[src/rtl/narrow_mult_sequencer_pkg.sv]
// Shared definitions for the narrow-array sequenced multiplier: FSM states,
// default geometry and the chunk-count / counter-width helpers.
package narrow_mult_sequencer_pkg;

  localparam int DEFAULT_WIDTH  = 64;
  localparam int DEFAULT_NARROW = 16;

  typedef enum logic [1:0] {
    IDLE = 2'd0,
    RUN  = 2'd1,
    DONE = 2'd2
  } state_e;

  function automatic int chunk_count(input int width, input int narrow);
    return width / narrow;
  endfunction

  // Counter needs at least one bit even when a single chunk covers the operand.
  function automatic int count_width(input int k);
    return (k > 1) ? $clog2(k) : 1;
  endfunction

  localparam int K     = chunk_count(DEFAULT_WIDTH, DEFAULT_NARROW);
  localparam int CNT_W = count_width(K);

endpackage

[src/rtl/narrow_mult_sequencer_if.sv]
// Operand/result handshake bundle between an operand source (master) and
// the sequenced multiplier (slave).
interface narrow_mult_sequencer_if
  import narrow_mult_sequencer_pkg::*;
#(
  parameter int WIDTH = DEFAULT_WIDTH
);

  logic               in_valid;
  logic               in_ready;
  logic [WIDTH-1:0]   a;
  logic [WIDTH-1:0]   x;
  logic               out_valid;
  logic               out_ready;
  logic [2*WIDTH-1:0] p;
  logic               busy;

  modport master (
    output in_valid, a, x, out_ready,
    input  in_ready, out_valid, p, busy
  );

  modport slave (
    input  in_valid, a, x, out_ready,
    output in_ready, out_valid, p, busy
  );

endinterface

[src/rtl/narrow_mult_sequencer_array_mult.sv]
// Generic unsigned M x N combinational array multiplier: one shifted
// multiplicand row per multiplier bit, summed down the array.
module narrow_mult_sequencer_array_mult #(
  parameter int M = 16,
  parameter int N = 16
) (
  output logic [M+N-1:0] prod,
  input  logic [M-1:0]   mcand,
  input  logic [N-1:0]   mplier
);

  logic [M+N-1:0] row_base;

  always_comb begin
    row_base = '0;
    row_base[M-1:0] = mcand;
    prod = '0;
    for (int r = 0; r < N; r++) begin
      if (mplier[r]) begin
        prod = prod + (row_base << r);
      end
    end
  end

endmodule

[src/rtl/narrow_mult_sequencer.sv]
// Multi-cycle WIDTH x WIDTH unsigned multiplier that walks every chunk pair
// through one NARROW x NARROW array and accumulates the shifted partials.
module narrow_mult_sequencer
  import narrow_mult_sequencer_pkg::*;
#(
  parameter int WIDTH  = DEFAULT_WIDTH,
  parameter int NARROW = DEFAULT_NARROW
) (
  input  logic                   clk,
  input  logic                   rst_n,
  narrow_mult_sequencer_if.slave bus
);

  localparam int             NUM_CHUNKS = chunk_count(WIDTH, NARROW);
  localparam int             CW         = count_width(NUM_CHUNKS);
  localparam int             PW         = 2 * WIDTH;
  localparam logic [CW-1:0]  LAST_CHUNK = CW'(NUM_CHUNKS - 1);

  if (((WIDTH % NARROW) != 0) || (NARROW < 2)) begin : g_param_check
    $fatal(1, "narrow_mult_sequencer: WIDTH must be a multiple of NARROW and NARROW >= 2");
  end

  state_e              state_q, state_d;
  logic [CW-1:0]       i_q, i_d;
  logic [CW-1:0]       j_q, j_d;
  logic [WIDTH-1:0]    a_q, a_d;
  logic [WIDTH-1:0]    x_q, x_d;
  logic [PW-1:0]       acc_q, acc_d;

  logic [NARROW-1:0]   a_chunk;
  logic [NARROW-1:0]   x_chunk;
  logic [2*NARROW-1:0] pp;
  logic [PW-1:0]       pp_ext;
  logic [PW-1:0]       pp_shifted;

  always_comb begin
    a_chunk = a_q[int'(i_q)*NARROW +: NARROW];
    x_chunk = x_q[int'(j_q)*NARROW +: NARROW];
  end

  narrow_mult_sequencer_array_mult #(
    .M(NARROW),
    .N(NARROW)
  ) u_array (
    .prod   (pp),
    .mcand  (a_chunk),
    .mplier (x_chunk)
  );

  // Chunk pair (i, j) carries weight 2^((i+j)*NARROW) in the full product.
  always_comb begin
    pp_ext = '0;
    pp_ext[2*NARROW-1:0] = pp;
    pp_shifted = pp_ext << ((int'(i_q) + int'(j_q)) * NARROW);
  end

  always_comb begin
    state_d = state_q;
    i_d     = i_q;
    j_d     = j_q;
    a_d     = a_q;
    x_d     = x_q;
    acc_d   = acc_q;

    unique case (state_q)
      IDLE: begin
        if (bus.in_valid) begin
          a_d     = bus.a;
          x_d     = bus.x;
          acc_d   = '0;
          i_d     = '0;
          j_d     = '0;
          state_d = RUN;
        end
      end

      RUN: begin
        acc_d = acc_q + pp_shifted;
        if (j_q == LAST_CHUNK) begin
          j_d = '0;
          if (i_q == LAST_CHUNK) begin
            i_d     = '0;
            state_d = DONE;
          end else begin
            i_d = i_q + CW'(1);
          end
        end else begin
          j_d = j_q + CW'(1);
        end
      end

      DONE: begin
        if (bus.out_ready) begin
          state_d = IDLE;
        end
      end

      default: begin
        state_d = IDLE;
      end
    endcase
  end

  always_ff @(posedge clk or negedge rst_n) begin
    if (!rst_n) begin
      state_q <= IDLE;
      i_q     <= '0;
      j_q     <= '0;
      a_q     <= '0;
      x_q     <= '0;
      acc_q   <= '0;
    end else begin
      state_q <= state_d;
      i_q     <= i_d;
      j_q     <= j_d;
      a_q     <= a_d;
      x_q     <= x_d;
      acc_q   <= acc_d;
    end
  end

  // Outputs decode straight from the state register so reset clears them at once.
  assign bus.in_ready  = (state_q == IDLE);
  assign bus.out_valid = (state_q == DONE);
  assign bus.busy      = (state_q != IDLE);
  assign bus.p         = acc_q;

endmodule

[src/flat_wrapper.sv]
// flat-port wrapper written by rule: the top's interface ports become plain ports
module narrow_mult_sequencer_flat import narrow_mult_sequencer_pkg::*;
#(
  parameter int WIDTH  = DEFAULT_WIDTH,
  parameter int NARROW = DEFAULT_NARROW
)
  (clk, rst_n, bus_in_valid, bus_a, bus_x, bus_out_ready, bus_in_ready, bus_out_valid, bus_p, bus_busy);
  narrow_mult_sequencer_if #(.WIDTH(WIDTH)) bus_i ();
  input  logic clk;
  input  logic rst_n;
  input wire logic [$bits(bus_i.in_valid)-1:0] bus_in_valid;
  input wire logic [$bits(bus_i.a)-1:0] bus_a;
  input wire logic [$bits(bus_i.x)-1:0] bus_x;
  input wire logic [$bits(bus_i.out_ready)-1:0] bus_out_ready;
  output wire logic [$bits(bus_i.in_ready)-1:0] bus_in_ready;
  output wire logic [$bits(bus_i.out_valid)-1:0] bus_out_valid;
  output wire logic [$bits(bus_i.p)-1:0] bus_p;
  output wire logic [$bits(bus_i.busy)-1:0] bus_busy;
  assign bus_i.in_valid = bus_in_valid;
  assign bus_i.a = bus_a;
  assign bus_i.x = bus_x;
  assign bus_i.out_ready = bus_out_ready;
  assign bus_in_ready = bus_i.in_ready;
  assign bus_out_valid = bus_i.out_valid;
  assign bus_p = bus_i.p;
  assign bus_busy = bus_i.busy;
  narrow_mult_sequencer #(.WIDTH(WIDTH), .NARROW(NARROW)) u_core (.clk(clk), .rst_n(rst_n), .bus(bus_i));
endmodule
[config.mk]
export PLATFORM = sky130hd
export DESIGN_NAME = narrow_mult_sequencer_flat
export DESIGN_NICKNAME = d
export VERILOG_FILES = /design/src/rtl/narrow_mult_sequencer_pkg.sv /design/src/rtl/narrow_mult_sequencer_if.sv /design/src/rtl/narrow_mult_sequencer_array_mult.sv /design/src/rtl/narrow_mult_sequencer.sv /design/src/flat_wrapper.sv
export SDC_FILE = /design/constraint.sdc
export NUM_CORES = 2
export LEC_CHECK = 0
export BUFFER_PORTS_ARGS = -buffer_cell sky130_fd_sc_hd__buf_2
export CAP_MARGIN = 20
export CELL_PAD_IN_SITES_DETAIL_PLACEMENT = 0
export CELL_PAD_IN_SITES_GLOBAL_PLACEMENT = 1
export CORE_MARGIN = 1
export CORE_UTILIZATION = 47
export DETAILED_ROUTE_END_ITERATION = 6
export PLACE_DENSITY_LB_ADDON = 0.1
export RECOVER_POWER = 50
export SLEW_MARGIN = 5
export SYNTH_ARGS = -nofsm -noshare
export SYNTH_HDL_FRONTEND = slang
export SYNTH_SLANG_ARGS = --single-unit
[constraint.sdc]
create_clock -name clk -period 27.7 [get_ports clk]
set_clock_uncertainty 0.1 [all_clocks]
set_input_delay 1.385 -clock clk [delete_from_list [all_inputs] [get_ports clk]]
set_output_delay 1.385 -clock clk [all_outputs]
set_load 0.005 [all_outputs]
* After elaboration in Yosys (flattened, before gate mapping) *
Cells that the tools add are included.

storage, ports and cells
  word-level logic and storage cells = 72
  output and inout port bits = 131
  bits in registers = 262
  bits of input ports = 132

cells by class
  reductions and logical operators = 7
  mux-type cells = 29
  shifts and indexed selects = 3
  add/sub/neg operators = 19
  equal/unequal tests = 8

operator list
  cell                                   number
  2-to-1 mux 32 bit                      15
  one-hot mux 128 bit (2 select lines)   1
  adder 128 bit                          1
  2-to-1 mux 128 bit                     1
  variable part select 64 x 7 -> 16 bit  2
  << shifter 32 x 32 -> 128 bit          1
  adder 32 x 17 -> 32 bit                1
  adder 32 x 18 -> 32 bit                1
  adder 32 x 19 -> 32 bit                1
  adder 32 x 20 -> 32 bit                1
  adder 32 x 21 -> 32 bit                1
  adder 32 x 22 -> 32 bit                1
  adder 32 x 23 -> 32 bit                1
  adder 32 x 24 -> 32 bit                1
  adder 32 x 25 -> 32 bit                1
  adder 32 x 26 -> 32 bit                1
  adder 32 x 27 -> 32 bit                1
  adder 32 x 28 -> 32 bit                1
  adder 32 x 29 -> 32 bit                1
  adder 32 x 30 -> 32 bit                1
  adder 32 x 31 -> 32 bit                1
  2-to-1 mux 16 bit                      1
  2-to-1 mux 2 bit                       8
  one-hot mux 2 bit (2 select lines)     2
  other kinds (12)                       19

* Logic depth before layout (Yosys ltp) *
  depth after elaboration = 35
  depth in mapped cells = 143
  mapped depth without buffers = 140

* Cells and area by module *
From an unflattened synthesis, not the netlist that was laid out.

unflattened totals
  cells, all modules = 4,718
  area, all modules = 34,934.8 sq um

modules (own cells, without submodules)
  module                            sequential area each (sq um)  area each (sq um)  cells each  instances
  narrow_mult_sequencer             6,556.3                       20,063.0           2,551       1
  narrow_mult_sequencer_array_mult  0.0                           14,871.8           2,167       1

* Least setup slack after synthesis *
Ideal clock, no wire load.

  kind = register to register
  from = register u_core.i_q[0]
  to = register u_core.acc_q[120], in the netlist u_core.bus.p[120]
  buffers on the path = 3
  required time = 27.517 ns
  arrival = 23.487 ns
  clock period less this slack = 23.669 ns
  stages on the path, launching flop included = 137
  setup time = 0.083 ns
  setup slack = 4.031 ns
  cells stage by stage = dfrtp_1 > buf_6 > buf_1 > mux4_2 > ha_1 > ha_1 > o211ai_2 > a21boi_1 > o21a_1 > nor2_1 > xnor2_1 > nand2_1 > nand2_1 > ha_1 > nor2_1 > nor2_1 > a31oi_1 > xnor2_1 > [... 101 more ...] > a22oi_1 > nor2_1 > a21o_1 > nor2_1 > ha_1 > clkbuf_1 > nand4_1 > or4_1 > or2_1 > o31a_1 > a21oi_1 > o211ai_1 > a211o_1 > and2_1 > o31ai_1 > a31oi_1 > xor2_1 > o21ai_0

between the ends
  cells in the longest elaborated chain, start to end = 35
  elaborated cells on any way between the ends = 36
  those cells by class = add/sub (17); shift (2); mux (17)

RTL lines
  what                                    line                                    text
  start: declaration                      narrow_mult_sequencer.sv:24             logic [CW-1:0] i_q, i_d;
  start signal: assignment                narrow_mult_sequencer.sv:114            i_q <= i_d;
  variable part select 64 x 7 -> 16 bit   narrow_mult_sequencer.sv:37             a_chunk = a_q[int'(i_q)*NARROW +: NARROW];
  2-to-1 mux 16 bit                       narrow_mult_sequencer_array_mult.sv:19  if (mplier[r]) begin
  adder 32 x 17 -> 32 bit                 narrow_mult_sequencer_array_mult.sv:20  prod = prod + (row_base << r);
  2-to-1 mux 32 bit                       narrow_mult_sequencer_array_mult.sv:19
  adder 32 x 18 -> 32 bit                 narrow_mult_sequencer_array_mult.sv:20
  2-to-1 mux 32 bit                       narrow_mult_sequencer_array_mult.sv:19
  adder 32 x 19 -> 32 bit                 narrow_mult_sequencer_array_mult.sv:20
  2-to-1 mux 32 bit                       narrow_mult_sequencer_array_mult.sv:19
  [... 19 more ...]                       -
  2-to-1 mux 32 bit                       narrow_mult_sequencer_array_mult.sv:19
  adder 32 x 30 -> 32 bit                 narrow_mult_sequencer_array_mult.sv:20
  2-to-1 mux 32 bit                       narrow_mult_sequencer_array_mult.sv:19
  adder 32 x 31 -> 32 bit                 narrow_mult_sequencer_array_mult.sv:20
  2-to-1 mux 32 bit                       narrow_mult_sequencer_array_mult.sv:19
  << shifter 32 x 32 -> 128 bit *         narrow_mult_sequencer.sv:54             pp_shifted = pp_ext << ((int'(i_q) + int'(j_q)) * NARROW);
  adder 128 bit *                         narrow_mult_sequencer.sv:78             acc_d = acc_q + pp_shifted;
  one-hot mux 128 bit (2 select lines) *  narrow_mult_sequencer.sv:65             unique case (state_q)
  end signal: assignment                  narrow_mult_sequencer.sv:111            acc_q <= '0;
  end signal: assignment                  narrow_mult_sequencer.sv:118            acc_q <= acc_d;
  end: declaration                        narrow_mult_sequencer.sv:28             logic [PW-1:0] acc_q, acc_d;

Every way passes the cells marked *; elsewhere a longest branch is shown, timed or not.
A chain may end at the register's enable or synchronous reset.

* Worst setup path in the final report *
  from = register u_core.i_q[0]
  to = register u_core.acc_q[125], in the netlist u_core.bus.p[125]

The elaborated chain is that of the path after synthesis.

==> run metrics <==
status complete, but fails checks; violated checks max-capacitance violations, max-slew violations; die height 270 um; worst hold margin 402 ps; PortBufs 262; max incr delay on CP 630 ps; HPWL after detailed placement 95,000 um; storage element area 0.00656 mm2; crit path capture type flop; crit start category flop; Post-Syn Area 0.0338 mm2; vias per cell 6.10; syn_nets 4,844; commonest non-fill, non-tap cell in the layout nand2_1; Root Buffer clkbuf_16; final RePlAce weighted congestion 0.960; area of the multi-input gates 0.0261 mm2; placed cells 5,377; max_cap viols 4; synthesized instance count 4,305; part of the cycle the worst path needs 0.943; worst-path fanout max 13; count of final setup violators 0; IO Pins 263; effective utilization at floorplan 0.479; Worst-Skew Late Latency 590 ps; post-route insts no fill 5,461; ys flop type dfrtp_1; Final min period 26,110 ps; H-tree levels 2; hold path depth 1; total CTS buffers 35; share of cells above drive strength 1 0.150; Worst Slack Setup Final 1590 ps; ANT nets after route 0; Residual DRC 0; vias 33,300; largest net degree at the start of global routing 89; initial antenna violation count 6; Final nets 5,031; worst slack, placed -528 ps; Cell Rows 97; DR iter-0 viols 2,372; FMAX 0.0383 GHz; r2r worst-path depth 120; fill count 6,989; HP Class flop to flop; max-slew violations 268; First-pass DRT Iterations 6; worst rel slew slack -2.19; asr flop ratio synth 1.00; EDFF count, synth 0; Synth Warn # 0; Clock Path Buffers 3; Setup Crit Path Kind flop to flop; Critical Path AT 26,440 ps; global-route wire length before repair 189,000 um; commonest non-fill, non-tap cells in the layout nand2_1, ha_1, nor2_1; Final Hold Viols 0; clock sink total 262; Synth cell types 95; CTS Hold Bufs 0; Avg Cell Area, Syn 7.85 um2; GRT Util Overall 0.326; Worst EP required 28,030 ps; Die X 270 um; Crit path top cell by count nand2_1; Worst-path clk slew 60 ps; Area Growth Syn to Fin 11.2%; die area 0.0730 mm2; vias in the first global route 32,300; grt ovf 0; slew at the pin closest to its max-slew limit 4780 ps; register area share after synthesis 0.194; CORE AREA 0.0706 mm2; Seq cells post-synth 262; final WL 122,000 um; TritonCTS clock tree built; WL/cell 22.3 um; slowest cell on the critical path mux4_2
-- flip-flops by register name (all words and copies together) (netlist names) --
name and cells:
u_core.bus.p 128, u_core.a_q 64, u_core.x_q 64, u_core.i_q 2
u_core.j_q 2, u_core.state_q 2
-- cell type report --
| cell class | count | share of cell area |
|---|---|---|
| Multi-Input combinational cell | 3688 | 0.696 |
| Tap cell | 940 | 0.0313 |
| Antenna cell | 4 | 0.000266 |
| Timing Repair Buffer | 341 | 0.0494 |
| Clock buffer | 50 | 0.0272 |
| Inverter | 164 | 0.0164 |
| Sequential cell | 262 | 0.175 |
| Clock inverter | 12 | 0.00499 |
-- path summary, 6_finish.rpt --
check	start	endpoint	slack, ps
worst max-delay path	u_core.i_q[0]	u_core.bus.p[125]	1590
worst min-delay path	u_core.x_q[35]	u_core.x_q[35]	400
worst max register to register	u_core.i_q[0]	u_core.bus.p[125]	1590
worst min register to register	u_core.x_q[35]	u_core.x_q[35]	400
max in group asynchronous	rst_n	u_core.i_q[0]	18950
min in group asynchronous	rst_n	u_core.bus.p[28]	2440
-- cells in the mapped netlist, drive strengths merged (13+ instances only) --
master,count,area [um2]
o21a,74,556
or2,19,119
a21boi,34,255
and2,30,188
nor3b,13,97.6
nor2,367,1380
a31oi,55,359
ha,391,4890
o21bai,51,383
mux2i,45,483
nand2,494,1850
fa,16,320
inv,164,616
o22ai,60,375
or3,33,206
nand3,63,315
xor2,110,963
nand4,48,300
a21o,175,1310
a211o,15,131
clkbuf,156,586
a211oi,39,313
buf,35,166
o21ai,384,1930
dfrtp,262,6560
a22o,15,131
o31ai,44,340
o211ai,29,228
a31o,14,123
mux2,173,1960
mux4,20,450
xnor2,167,1460
nor2b,58,363
nor3,72,360
a21oi,328,1640
nand2b,48,300
and3,33,206
-- kinds of logic after synthesis --
kind of cell / after synthesis / share of synthesized area
buffers and inverters: 355 / 0.0404
AOI/OAI and AO/OA: 1453 / 0.278
and+or+nand+nor: 1313 / 0.177
muxes: 238 / 0.0855
DFF: 262 / 0.194
adders and majority gates: 407 / 0.154
xor gates and xnor gates: 277 / 0.0718
-- per-layer routing --
| layer | vias up | routed length [um] | global-route usage |
|---|---|---|---|
| met5 | - | 27 | 0 |
| met4 | 4 | 5970 | 0.142 |
| met3 | 251 | 6580 | 0.0389 |
| met2 | 1011 | 56500 | 0.547 |
| met1 | 15900 | 52500 | 0.420 |
| li1 | 16200 | - | - |
-- stage by stage --
stage	area, um2	setup TNS (ps)	util
floorplan	33800	0	-
global placement	36100	-852	0.510
detailed placement	36100	-4310	0.510
CTS	37300	0	0.528
global route	37600	-99.7	0.532
finish	37600	0	0.532
-- critical path, delay by kind of cell (launching register included) --
family / cells / cell delay (ps)
simple gates: 35 / 6280
mux: 7 / 2410
flops: 1 / 530
fa+ha+maj: 16 / 5350
xor+xnor: 12 / 1860
compound gates: 46 / 9000
buf+inv: 4 / 370
-- timing repair --
item	CTS	global route
resized for setup	4	57
setup buffers	0	17
endpoints found under the setup margin	33	96
pin swaps	0	8
endpoints found under the hold margin	0	0
Power is not shown: default switching activity piles up to over one toggle a cycle in this logic, so the estimate is an artifact.
